<file path="src/rtl/soc_bus_arbiter.sv">
// Round-robin multi-master front end for the shared SoC bus controller.
// One transaction in flight at a time; read data captured after a fixed controller latency.
module soc_bus_arbiter #(
  parameter int NUM_MASTERS = 2,
  parameter int ADDR_WIDTH  = 17,
  parameter int DATA_WIDTH  = 8,
  parameter int RD_LATENCY  = 1
) (
  input  logic                              clk,
  input  logic                              reset,
  input  logic [NUM_MASTERS-1:0]            m_req,
  input  logic [NUM_MASTERS-1:0]            m_we,
  input  logic [NUM_MASTERS*ADDR_WIDTH-1:0] m_addr,
  input  logic [NUM_MASTERS*DATA_WIDTH-1:0] m_wdata,
  output logic [NUM_MASTERS-1:0]            m_ack,
  output logic [DATA_WIDTH-1:0]             m_rdata,
  output logic                              busy,
  output logic                              bus_we,
  output logic [ADDR_WIDTH-1:0]             bus_addr,
  output logic [DATA_WIDTH-1:0]             bus_wdata,
  input  logic [DATA_WIDTH-1:0]             bus_rdata
);

  localparam int GW = (NUM_MASTERS > 1) ? $clog2(NUM_MASTERS) : 1;
  localparam int CW = $clog2(RD_LATENCY + 1);
  localparam logic [GW-1:0] LAST_RST = GW'(NUM_MASTERS - 1);
  localparam logic [CW-1:0] CNT_LOAD = CW'(RD_LATENCY);

  typedef enum logic [1:0] {IDLE, ISSUE, WAIT, DONE} state_t;

  state_t                  state_reg;
  logic [GW-1:0]           grant_reg;
  logic [GW-1:0]           last_grant_reg;
  logic                    we_reg;
  logic [CW-1:0]           cnt_reg;

  logic [ADDR_WIDTH-1:0]   addr_arr  [NUM_MASTERS];
  logic [DATA_WIDTH-1:0]   wdata_arr [NUM_MASTERS];
  logic [GW-1:0]           winner;
  logic [GW-1:0]           cand_w;
  logic                    found;
  int                      cand_i;
  logic [NUM_MASTERS-1:0]  ack_onehot;

  genvar gi;
  generate
    for (gi = 0; gi < NUM_MASTERS; gi++) begin : g_unpack
      assign addr_arr[gi]  = m_addr[gi*ADDR_WIDTH +: ADDR_WIDTH];
      assign wdata_arr[gi] = m_wdata[gi*DATA_WIDTH +: DATA_WIDTH];
    end
  endgenerate

  // Search begins one past the last winner so every requester is served within NUM_MASTERS grants.
  always_comb begin
    winner = last_grant_reg;
    found  = 1'b0;
    cand_i = 0;
    cand_w = '0;
    for (int k = 1; k <= NUM_MASTERS; k++) begin
      cand_i = int'(last_grant_reg) + k;
      if (cand_i >= NUM_MASTERS) cand_i = cand_i - NUM_MASTERS;
      cand_w = GW'(cand_i);
      if (!found && m_req[cand_w]) begin
        found  = 1'b1;
        winner = cand_w;
      end
    end
  end

  assign ack_onehot = NUM_MASTERS'(1) << grant_reg;

  always_ff @(posedge clk or posedge reset) begin
    if (reset) begin
      state_reg      <= IDLE;
      grant_reg      <= '0;
      last_grant_reg <= LAST_RST;
      we_reg         <= 1'b0;
      cnt_reg        <= '0;
      m_ack          <= '0;
      m_rdata        <= '0;
      busy           <= 1'b0;
      bus_we         <= 1'b0;
      bus_addr       <= '0;
      bus_wdata      <= '0;
    end else begin
      case (state_reg)
        IDLE: begin
          if (found) begin
            state_reg      <= ISSUE;
            busy           <= 1'b1;
            grant_reg      <= winner;
            last_grant_reg <= winner;
            we_reg         <= m_we[winner];
            bus_we         <= m_we[winner];
            bus_addr       <= addr_arr[winner];
            bus_wdata      <= wdata_arr[winner];
          end
        end
        ISSUE: begin
          bus_we <= 1'b0;
          if (we_reg) begin
            state_reg <= DONE;
            m_ack     <= ack_onehot;
          end else begin
            state_reg <= WAIT;
            cnt_reg   <= CNT_LOAD;
          end
        end
        WAIT: begin
          if (cnt_reg != '0) cnt_reg <= cnt_reg - CW'(1);
          // Last latency cycle: the controller's data is valid on this edge only.
          if (cnt_reg == CW'(1)) begin
            m_rdata   <= bus_rdata;
            state_reg <= DONE;
            m_ack     <= ack_onehot;
          end
        end
        DONE: begin
          m_ack     <= '0;
          busy      <= 1'b0;
          state_reg <= IDLE;
        end
        default: state_reg <= IDLE;
      endcase
    end
  end

endmodule

</file>
<file path="config.mk">
export PLATFORM = sky130hd
export DESIGN_NAME = soc_bus_arbiter
export DESIGN_NICKNAME = d
export VERILOG_FILES = /design/src/rtl/soc_bus_arbiter.sv
export SDC_FILE = /design/constraint.sdc
export NUM_CORES = 1
export LEC_CHECK = 0
export BUFFER_PORTS_ARGS = -buffer_cell sky130_fd_sc_hd__buf_4
export CAP_MARGIN = 15
export CORE_MARGIN = 3
export CORE_UTILIZATION = 42
export CTS_CLUSTER_SIZE = 24
export DETAILED_ROUTE_END_ITERATION = 7
export PLACE_DENSITY_LB_ADDON = 0.15
export RECOVER_POWER = 25
export SLEW_MARGIN = 20
export SYNTH_ARGS = -nofsm -noshare
export SYNTH_HDL_FRONTEND = slang
export SYNTH_SLANG_ARGS = --single-unit
</file>
<file path="constraint.sdc">
create_clock -name clk -period 1.55 [get_ports clk]
set_clock_uncertainty 0.15 [all_clocks]
set_input_delay 0.31 -clock clk [delete_from_list [all_inputs] [get_ports clk]]
set_output_delay 0.31 -clock clk [all_outputs]
set_load 0.005 [all_outputs]
</file>
# ---- After elaboration in Yosys (flattened, before gate mapping)
# Index checks and enable logic that the tools add are counted.
# Widths: inputs -> output; s select.
dict set report classes {
  add_sub_neg 5
  n_eq_ne 7
  bitwise 1
  n_shift 1
  mux 32
  order_cmp 6
  n_reduce_logical 14
}
# operator n
set op_table {}
lappend op_table {{$mux 17} 3}
lappend op_table {{$mux 8} 3}
lappend op_table {{$mux 1} 17}
lappend op_table {{$reduce_and 2->1} 6}
lappend op_table {{$mux 2} 4}
lappend op_table {{$ne 2x2->1 const B} 4}
lappend op_table {{$pmux 2 s4} 1}
lappend op_table {{$lt 1x2->1 const B} 3}
lappend op_table {{$pmux 1 s2} 3}
lappend op_table {{$pmux 2 s3} 1}
lappend op_table {{$reduce_bool 2->1} 3}
lappend op_table {{$eq 2x2->1 const B} 2}
lappend op_table {{$ge 2x2->1 const B} 2}
lappend op_table {{$add 1x2->3 const B} 1}
lappend op_table {{$ge 3x2->1 const B} 1}
lappend op_table {{$reduce_and 3->1} 1}
lappend op_table {{$reduce_bool 3->1} 1}
lappend op_table {{$sub 1x1->1 const B} 3}
lappend op_table {{$add 1x1->2 const B} 1}
lappend op_table {{$eq 2x1->1 const B} 1}
lappend op_table {{$logic_not 2->1} 1}
lappend op_table {{$not 1->2} 1}
lappend op_table {{$shl 1x1->2 const A} 1}
lappend op_table {{$logic_and 1x1->1} 1}
lappend op_table {{$logic_not 1->1} 1}
dict set report totals {
  wordCells 77
  inputBits 64
  out_inout_bits 37
  reg_bits 43
}

# ---- Depth between registers and ports, before layout
# Gate-level depths: netlist (run 1).
dict set report logic_depth {
  ltp_word 13
  depth_mapped 6
  ltp_nobuf 5
}

# ---- Least setup slack after synthesis (run 1)
# Ideal clock, no wire load.
dict set report synth_timing {
  path_kind {register to register}
  startpoint {register state_reg[1]}
  endpoint {register m_ack[0]}
  setup_ns 0.125
  slack_ns -0.045
  t_required_ns 1.275
  period_less_slack_ns 1.595
  t_arrival_ns 1.320
  path_stages_with_launch 6
  n_path_buf 0
  path_cell_list {dfrtp_1 -> inv_1 -> ha_1 -> nor2b_1 -> nor3_2 -> mux2_2}
}
dict set report synth_between {
  elab_chain_cells 3
  elab_cells_between_ends 8
  classes_between {5 x eq/ne; 1 x mux; 2 x reduce/logical}
}
# element line
set synth_lines {}
lappend synth_lines {{start, declared} 31} ;# state_t state_reg;
lappend synth_lines {{start signal, assigned} 74} ;# state_reg <= IDLE;
lappend synth_lines {{start signal, assigned} 89} ;# state_reg <= ISSUE;
lappend synth_lines {{start signal, assigned} 102} ;# state_reg <= DONE;
lappend synth_lines {{$eq 2x2->1 / $eq 2x1->1 (equally long branches)} 86} ;# case (state_reg)
lappend synth_lines {{$ne 2x2->1 (no line) / $reduce_bool 3->1 (equally long branches)} --}
lappend synth_lines {{$reduce_and 3->1 (no line)} --}
lappend synth_lines {{end signal, assigned} 103} ;# m_ack <= ack_onehot;
lappend synth_lines {{end signal, assigned} 115} ;# m_ack <= ack_onehot;
lappend synth_lines {{end, declared} 15} ;# output logic [NUM_MASTERS-1:0] m_ack,
# Several ways; a longest one is shown, not always the timed one.
# A chain may end at the register's enable or synchronous reset.

# ---- Worst setup path in the final report (run 1)
dict set report layout_timing {
  startpoint {register state_reg[0]}
  endpoint {register m_ack[1]}
}
# Same word-level chain as after synthesis.

==> summary.txt, run 1 <==
startpoint types - flip-flop
Sw Share - 0.355
Internal - 4.52 mW
YS warnings - 0
Via density - 5.11
synthesized area - 0.00215 mm^2
Slew Viols, Final - 0
Comb pwr share - 0.563
sequential share of power - 0.306
CTS buffer count - 5
register area - 0.00108 mm^2
failing checks - negative setup slack
WP depth - 5
syn_nets - 287
met2 wire length - 3.44 mm
Slew HR - 0.604
Crit path buffers/inverters - 1
Final Util - 0.727
DR vias - 2086
FF+latch count, synth - 43
Reg clk slew, reported paths - 0.09 ns
Sw Pwr - 2.49 mW
fin crit period - 1.63 ns
share of layout cells above drive strength 1 - 0.537
DIE HEIGHT - 77.6 um
WS Path Type - flip-flop to flip-flop
DRT met1 WL - 2.68 mm
Hold Path Depth - 2
RePlAce Congestion - 0.761
TritonCTS clock tree - built
Die W - 77.6 um
ant diodes - 0
DRT antenna net count - 0
WL/cell - 15.9 um
Worst setup EP type - flip-flop
Setup Slack @ Placement - -0.131 ns
Sink Count - 43
Setup violations, final - 21
leakage - 1.60 nW
Placed Instances - 387
Final TNS setup - -0.705 ns
routed wl met3 - 282 um
clock root cell - clkbuf_8
Area Overhead vs Synth - 63.8%
clock group share of total power - 0.131
Critical Path AT - 1.67 ns
Fin. Hold Viols - 0
outcome - finished with violations
core footprint - 0.00485 mm^2
drt pass-1 iters - 4
PwrDens - 1990 mW/mm^2
Clock Latency Late Sink - 0.30 ns
Multi-input gate area - 0.00110 mm^2
H-tree Lvls - 2
crit path cell chain - inv_2 > ha_4 > nor2b_4 > nor3_4 > mux2_4
row count - 25
Clock Tree Buf Depth - 2
reg2reg path depth - 5
max FFs per register - 17
sequential area share after synthesis - 0.500
Mapped Cells - 218
GRT Util Overall - 0.203
Hold Path Class - input pin to flip-flop
final layout net count - 409
top sig layer - met4
largest net degree at the start of global routing - 44
max_cap viols - 0
Netlist cell types - 27
Hold Slack - 0.0886 ns
Top Registers - bus_addr (17), bus_wdata (8), m_rdata (8)
CP max stage delay - 0.40 ns
VDD IR max - 0.000908 V
Top Ports - 101
crit-path leading delay family - flip-flops
Die ar. - 0.00602 mm^2
Non-Filler Instances - 408
DP Wirelength - 4.32 mm
Worst Path Required - 1.59 ns
DRT iter0 DRCs - 66
fmax - 0.613 GHz
Final Worst Setup Slack - -0.0801 ns
final period utilization - 1.05
first-pass GRT wire length - 9.71 mm
CP max FO - 4
antenna violations before repair - 0
initial cell density of the core - 0.444
Slew @ Worst Pin - 0.594 ns
gr ovfl total - 0
total routed wirelength - 6.49 mm
RSZ-0062 raised after global routing - yes
Mapped Avg Cell Area - 9.88 um^2
Port Buffers - 100
most flop-heavy register - bus_addr
Residual DRC - 0
fill count - 368
Crit-path slowest cell - dfrtp_1
vias in the first global route - 2057
[path summary, 6_finish.rpt]
check | startpoint | end | slack (ns)
max in group asynchronous | reset | state_reg[1] | 0.22
hold reg to reg | m_rdata[5] | m_rdata[5] | 0.36
hold / removal | bus_rdata[5] | m_rdata[5] | 0.09
setup reg to reg | state_reg[0] | m_ack[1] | -0.08
setup / recovery | state_reg[0] | m_ack[1] | -0.08
min in group asynchronous | reset | bus_addr[12] | 0.58
[cells in the mapped netlist, drive strengths merged]
library cell   n  area (um^2)
a32oi          1         8.76
o21ai         27          139
nor2b          5         31.3
o21a           1         7.51
nor2          33          124
nor3b          1         7.51
a22o           1         8.76
dfrtp         42         1050
dfstp          1         26.3
a21oi          3         15.0
nand2          4         15.0
buf           17          150
a22oi          1         7.51
inv            4         15.0
nand2b         4         25.0
ha             5         62.6
nor3           1         10.0
mux2          12          135
a31oi         26          163
a211o          1         8.76
nand3         27          135
clkbuf         1         7.51
[cells in the final DEF, fill, tap and decap left out, drive strengths merged, types with 2 or more instances in the layout]
| cell | Yosys | routed |
|---|---|---|
| inv | 4 | 3 |
| mux2 | 12 | 12 |
| nand2b | 4 | 4 |
| nand3 | 27 | 27 |
| nor2 | 33 | 33 |
| clkbuf | 1 | 11 |
| nand2 | 4 | 4 |
| ha | 5 | 5 |
| clkinv | 0 | 2 |
| o21ai | 27 | 27 |
| buf | 17 | 127 |
| nor2b | 5 | 5 |
| dfrtp | 42 | 42 |
| a21oi | 3 | 3 |
| a31oi | 26 | 26 |
[through the flow]
stage | total power [mW] | instance area (um^2)
final | 7.01 | 3530
after global routing | 7.48 | 3530
after CTS | 6.36 | 3290
after detailed placement | 5.25 | 3090
after global placement | 5.16 | 3090
after floorplan | 3.88 | 2200
[area by class of cell]
type,count,area share
Tap cell,67,0.0238
Multi-Input combinational cell,153,0.313
Sequential cell,43,0.306
Timing Repair Buffer,133,0.320
Clock inverter,2,0.00993
Clock buffer,6,0.0234
Inverter,4,0.00497
[timing repair]
action,CTS,global route
gates resized for setup,6,29
cloned,1,3
hold buffers,1,0
endpoints found under the hold margin,42,0
setup endpoints to repair,34,34
pin swaps,2,4
setup buffers,2,6
[power by group through the flow]
stage / registers (mW) / clock network, mW / logic [mW]
floorplan: 2.09 / 0 / 1.79
global placement: 2.08 / 0 / 3.08
detailed placement: 2.10 / 0 / 3.15
CTS: 2.09 / 0.924 / 3.35
global route: 2.22 / 0.971 / 4.29
finish: 2.14 / 0.917 / 3.95
[routing by layer]
metal,GRT usage,up-vias
met5,0,-
met4,0.0534,0
met3,0.0476,8
li1,-,1022
met1,0.252,998
met2,0.354,58
[logic make-up (layout without fill, tap and decap cells)]
| kind of cell | Yosys count | after routing | share of synthesized area |
|---|---|---|---|
| buf+inv | 22 | 145 | 0.0802 |
| compound gates | 61 | 61 | 0.166 |
| mux | 12 | 12 | 0.0628 |
| simple gates | 75 | 75 | 0.162 |
| fa+ha+maj | 5 | 5 | 0.0291 |
| flops | 43 | 43 | 0.500 |
(Power assumes the default switching activity.)
==> inputs of run 2 (changes only) <==
--- a/config.mk
+++ b/config.mk
@@ -7,7 +7,6 @@
 export LEC_CHECK = 0
 export BUFFER_PORTS_ARGS = -buffer_cell sky130_fd_sc_hd__buf_4
 export CAP_MARGIN = 15
-export CORE_MARGIN = 3
 export CORE_UTILIZATION = 42
 export CTS_CLUSTER_SIZE = 24
 export DETAILED_ROUTE_END_ITERATION = 7
==> summary.txt, run 2 (synthesis gave the netlist of run 1 again) <==
Via density - 5.21 (was 5.11)
Crit-path slowest cell - dfrtp_1 (unchanged)
Hold Slack - 0.0920 ns (was 0.0886 ns)
DRT iter0 DRCs - 116 (was 66)
WL/cell - 16.1 um (was 15.9 um)
crit-path leading delay family - flip-flops (unchanged)
final period utilization - 1.04 (was 1.05)
Clock Tree Buf Depth - 2 (unchanged)
GRT Util Overall - 0.234 (was 0.203)
CP max FO - 5 (was 4)
H-tree Lvls - 2 (unchanged)
startpoint types - flip-flop (unchanged)
most flop-heavy register - bus_addr (unchanged)
largest net degree at the start of global routing - 44 (unchanged)
TritonCTS clock tree - built (unchanged)
max_cap viols - 0 (unchanged)
Critical Path AT - 1.65 ns (was 1.67 ns)
Top Ports - 101 (unchanged)
CTS buffer count - 5 (unchanged)
Clock Latency Late Sink - 0.30 ns (about the same)
drt pass-1 iters - 4 (unchanged)
RSZ-0062 raised after global routing - yes (unchanged)
share of layout cells above drive strength 1 - 0.583 (was 0.537)
Worst setup EP type - flip-flop (unchanged)
final layout net count - 411 (was 409)
VDD IR max - 0.000857 V (was 0.000908 V)
Crit path buffers/inverters - 1 (unchanged)
WS Path Type - flip-flop to flip-flop (unchanged)
Reg clk slew, reported paths - 0.09 ns (about the same)
most common cell after layout, fill and taps aside - buf_4 (unchanged)
leakage - 1.65 nW (was 1.60 nW)
DR vias - 2136 (was 2086)
fmax - 0.620 GHz (was 0.613 GHz)
CP max stage delay - 0.41 ns (was 0.40 ns)
first-pass GRT wire length - 9.55 mm (was 9.71 mm)
row count - 25 (unchanged)
Die ar. - 0.00542 mm^2 (was 0.00602 mm^2)
RePlAce Congestion - 0.709 (was 0.761)
antenna violations before repair - 0 (unchanged)
most frequent cells in the layout - 111 x buf_4, 41 x dfrtp_1, 27 x nand3_1, 24 x a31oi_1, 18 x o21ai_1 (was 121 x buf_4, 41 x dfrtp_1, 27 x nand3_1, 23 x nor2_1, 23 x a31oi_1)
Port Buffers - 100 (unchanged)
PwrDens - 2010 mW/mm^2 (was 1990 mW/mm^2)
Residual DRC - 0 (unchanged)
ant diodes - 0 (unchanged)
gr ovfl total - 0 (unchanged)
Power, Total - 7.37 mW (was 7.01 mW)
Fin. Hold Viols - 0 (unchanged)
max FFs per register - 17 (unchanged)
Slew HR - 0.601 (was 0.604)
vias in the first global route - 1994 (was 2057)
core footprint - 0.00482 mm^2 (was 0.00485 mm^2)
Worst Path Required - 1.59 ns (about the same)
total routed wirelength - 6.60 mm (was 6.49 mm)
Top Registers - bus_addr (17), bus_wdata (8), m_rdata (8) (unchanged)
crit path cell chain - inv_4 > ha_4 > nor2b_4 > nor3_4 > mux2_4 (was inv_2 > ha_4 > nor2b_4 > nor3_4 > mux2_4)
DIE HEIGHT - 73.6 um (was 77.6 um)
Slew Viols, Final - 0 (unchanged)
Slew @ Worst Pin - 0.599 ns (was 0.594 ns)
fin crit period - 1.61 ns (was 1.63 ns)
Setup violations, final - 17 (was 21)
Area Overhead vs Synth - 70.0% (was 63.8%)
outcome - finished with violations (unchanged)
failing checks - negative setup slack (unchanged)
DP Wirelength - 3.82 mm (was 4.32 mm)
initial cell density of the core - 0.447 (was 0.444)
Hold Path Class - input pin to flip-flop (unchanged)
clock root cell - clkbuf_8 (unchanged)
Final Worst Setup Slack - -0.0630 ns (was -0.0801 ns)
Die W - 73.6 um (was 77.6 um)
fill count - 359 (was 368)
Sink Count - 43 (unchanged)
DRT antenna net count - 0 (unchanged)
## run 2: worst register-to-register path: stages, from the launching register on
cell     delay [ns]
dfrtp_1        0.41
inv_4          0.08
ha_4           0.16
nor2b_4        0.14
nor3_4         0.25
mux2_4         0.32
## run 2: power by group
group,total [mW],internal (mW),switching [mW]
Clock,1.05,0.643,0.405
Sequential,2.16,1.72,0.449
Combinational,4.16,2.41,1.75
Total,7.37,4.77,2.60
## run 2: metrics by stage
stage	area (um^2)	TNS [ns]	cells	worst slack (ns)	utilization
4_1_cts	3330	-0.120	400	-0.0487	0.691
3_3_place_gp	3060	-7.04	385	-0.373	0.635
6_report	3660	-0.392	410	-0.0630	0.760
2_1_floorplan	2200	-0.137	218	-0.0305	-
5_1_grt	3660	-2.06	410	-0.124	0.760
3_5_place_dp	3060	-7.84	385	-0.410	0.635
## run 2: final cells by class
| cell class | instances | area [um^2] | share of cell area |
|---|---|---|---|
| Timing Repair Buffer | 133 | 1180 | 0.322 |
| Multi-Input combinational cell | 155 | 1160 | 0.318 |
| Sequential cell | 43 | 1080 | 0.295 |
| Tap cell | 67 | 83.8 | 0.0229 |
| Clock buffer | 5 | 68.8 | 0.0188 |
| Clock inverter | 3 | 67.6 | 0.0185 |
| Inverter | 4 | 20.0 | 0.00547 |
## run 2: path summary, 6_finish.rpt
| check | startpoint | endpoint | slack [ns] | cells past startpoint |
|---|---|---|---|---|
| setup reg to reg | state_reg[0] | m_ack[1] | -0.06 | 5 |
| max in group asynchronous | reset | state_reg[1] | 0.23 | 4 |
| min in group asynchronous | reset | bus_addr[15] | 0.59 | 4 |
| hold / removal | bus_rdata[5] | m_rdata[5] | 0.09 | 2 |
| setup / recovery | state_reg[0] | m_ack[1] | -0.06 | 5 |
| hold reg to reg | m_rdata[6] | m_rdata[6] | 0.36 | 1 |
## run 2: timing repair
item | 4_1_cts | 5_1_grt
gates cloned | 3 | 8
resized for setup | 13 | 57
endpoints found under the setup margin | 34 | 34
setup buffers | 3 | 2
endpoints found under the hold margin | 42 | 0
pin swaps | 3 | 23
hold buffers | 1 | 0
## run 2: per-layer routing
metal  share of wire  global-route usage
met4          0.0083              0.0598
met2            0.52               0.377
met5               0                   0
met3           0.067              0.0700
met1            0.41               0.307
==> inputs of run 3 (changes only) <==
--- a/config.mk
+++ b/config.mk
@@ -7,7 +7,7 @@
 export LEC_CHECK = 0
 export BUFFER_PORTS_ARGS = -buffer_cell sky130_fd_sc_hd__buf_4
 export CAP_MARGIN = 15
-export CORE_UTILIZATION = 42
+export CORE_UTILIZATION = 36
 export CTS_CLUSTER_SIZE = 24
 export DETAILED_ROUTE_END_ITERATION = 7
 export PLACE_DENSITY_LB_ADDON = 0.15
==> constraint.sdc (replaced) <==
create_clock -name clk -period 1.55 [get_ports clk]
set_clock_uncertainty 0.15 [all_clocks]
set_input_delay 0.31 -clock clk [delete_from_list [all_inputs] [get_ports clk]]
set_output_delay 0.31 -clock clk [all_outputs]
set_load 0.01 [all_outputs]
==> summary.txt, run 3 (synthesis gave the netlist of run 1 again) <==
largest net degree at the start of global routing - 32 (was 44)
fmax - 0.631 GHz (was 0.620 GHz)
Residual DRC - 0 (unchanged)
worst r2r src - state_reg[0] (unchanged)
fin crit period - 1.58 ns (was 1.61 ns)
share of layout cells above drive strength 1 - 0.549 (was 0.583)
Final Worst Setup Slack - -0.0339 ns (was -0.0630 ns)
DP Wirelength - 3.94 mm (was 3.82 mm)
DIE HEIGHT - 79.3 um (was 73.6 um)
vias in the first global route - 1903 (was 1994)
Top Registers - bus_addr (17), bus_wdata (8), m_rdata (8) (unchanged)
row count - 27 (was 25)
Port Buffers - 100 (unchanged)
Area Overhead vs Synth - 65.0% (was 70.0%)
Sink Count - 43 (unchanged)
RSZ-0062 raised after global routing - yes (unchanged)
Clock Tree Buf Depth - 2 (unchanged)
Fin. Hold Viols - 0 (unchanged)
Clock Latency Late Sink - 0.30 ns (about the same)
R2R Setup Slk - -0.03 ns (was -0.06 ns)
outcome - finished with violations (unchanged)
max FFs per register - 17 (unchanged)
drt pass-1 iters - 7 (was 4)
Hold Path Class - input pin to flip-flop (unchanged)
DR vias - 2092 (was 2136)
cell area after layout - 0.00355 mm^2 (was 0.00366 mm^2)
total routed wirelength - 6.21 mm (was 6.60 mm)
Critical Path AT - 1.62 ns (was 1.65 ns)
fill count - 495 (was 359)
Slew HR - 0.651 (was 0.601)
Worst Path Required - 1.58 ns (was 1.59 ns)
ant diodes - 0 (unchanged)
Setup violations, final - 6 (was 17)
Slew @ Worst Pin - 0.522 ns (was 0.599 ns)
first-pass GRT wire length - 8.78 mm (was 9.55 mm)
Placement Cell Area - 0.00311 mm^2 (was 0.00306 mm^2)
gr ovfl total - 0 (unchanged)
Die ar. - 0.00629 mm^2 (was 0.00542 mm^2)
antenna violations before repair - 0 (unchanged)
CP max FO - 4 (was 5)
Final TNS setup - -0.0970 ns (was -0.392 ns)
initial cell density of the core - 0.382 (was 0.447)
reg2reg path depth - 5 (unchanged)
DRT iter0 DRCs - 55 (was 116)
CTS buffer count - 5 (unchanged)
clock root cell - clkbuf_8 (unchanged)
Final Util - 0.630 (was 0.760)
Hold Crit Start - bus_rdata[1] (was bus_rdata[5])
Power, Total - 7.08 mW (was 7.37 mW)
leakage - 1.61 nW (was 1.65 nW)
most flop-heavy register - bus_addr (unchanged)
Worst setup EP type - flip-flop (unchanged)
Reg clk slew, reported paths - 0.08 ns (was 0.09 ns)
RePlAce Congestion - 0.801 (was 0.709)
max_cap viols - 0 (unchanged)
final layout net count - 405 (was 411)
startpoint types - flip-flop (unchanged)
Via density - 5.11 (was 5.21)
Die W - 79.3 um (was 73.6 um)
GRT Util Overall - 0.182 (was 0.234)
WS Path Type - flip-flop to flip-flop (unchanged)
DRT antenna net count - 0 (unchanged)
R2R Path End - m_ack[1] (unchanged)
Hold Path Depth - 2 (unchanged)
Slew Viols, Final - 0 (unchanged)
H-tree Lvls - 2 (unchanged)
failing checks - negative setup slack (unchanged)
register area - 0.00108 mm^2 (unchanged)
core footprint - 0.00564 mm^2 (was 0.00482 mm^2)
final period utilization - 1.02 (was 1.04)
WHS Endpoint - m_rdata[1] (was m_rdata[5])
TritonCTS clock tree - built (unchanged)
PwrDens - 1990 mW/mm^2 (was 2010 mW/mm^2)
Top Ports - 101 (unchanged)
VDD IR max - 0.000798 V (was 0.000857 V)
WL/cell - 15.2 um (was 16.1 um)
Multi-input gate area - 0.00109 mm^2 (was 0.00116 mm^2)
most common cell after layout, fill and taps aside - buf_4 (unchanged)
most frequent cells in the layout - 109 x buf_4, 41 x dfrtp_1, 27 x nand3_1, 26 x a31oi_1, 22 x nor2_1 (was 111 x buf_4, 41 x dfrtp_1, 27 x nand3_1, 24 x a31oi_1, 18 x o21ai_1)
==> run 3: cell count changes in the layout (fill, tap and decap cells not counted), sizes merged <==
cell,change
clkbuf,-1
clkinvlp,-1
inv,+1
bufinv,-1
nor2b,-1
buf,-2
o21a,-1
==> run 3: power by group <==
group / switching (mW) / internal, mW
registers: 0.415 / 1.72
logic: 1.80 / 2.25
clock network: 0.389 / 0.521
==> run 3: repair_timing <==
action,in CTS,in global routing
hold buffers,1,0
pin swaps,3,18
setup endpoints to repair,34,39
endpoints found under the hold margin,13,0
gates cloned,0,6
resized for setup,8,33
setup buffers,2,4
==> run 3: final cells by class <==
| cell class | count | share of cell area |
|---|---|---|
| clock inverter | 2 | 0.00986 |
| tap | 72 | 0.0254 |
| clock buffer | 6 | 0.0232 |
| inverter | 4 | 0.00493 |
| multi-input combinational | 153 | 0.307 |
| sequential | 43 | 0.304 |
| timing repair buffer | 129 | 0.326 |
==> run 3: metal layers <==
metal,global-route usage,vias up,share of wire
met2,0.303,70,0.50
li1,-,1018,-
met1,0.227,998,0.43
met4,0.0655,0,0.013
met3,0.0437,6,0.051
met5,0,-,0
==> run 3: worst max-delay path by stage <==
stage               cells past startpoint            to          from  slack, ns
floorplan                               5      m_ack[0]  state_reg[1]      -0.03
global placement                        5  state_reg[1]  state_reg[0]      -0.07
detailed placement                      5  state_reg[1]  state_reg[0]       -0.1
CTS                                     6        bus_we  state_reg[1]      -0.05
global route                            5      m_ack[1]  state_reg[0]      -0.10
finish                                  5      m_ack[1]  state_reg[0]      -0.03
==> run 3: worst max-delay path, stage by stage, from the launching register on <==
cell and delay [ns]:
dfrtp_1 0.39, inv_2 0.09, ha_4 0.16, nor2b_4 0.13
nor3_4 0.23, mux2_4 0.31
==> run 3: per-stage QoR <==
stage,hold slack (ns),instances,worst slack [ns]
6_report,0.0954,409,-0.0339
3_5_place_dp,0.140,388,-0.0974
3_3_place_gp,0.139,388,-0.0739
2_1_floorplan,0.305,218,-0.0305
4_1_cts,0.0852,399,-0.0469
5_1_grt,0.0820,409,-0.101
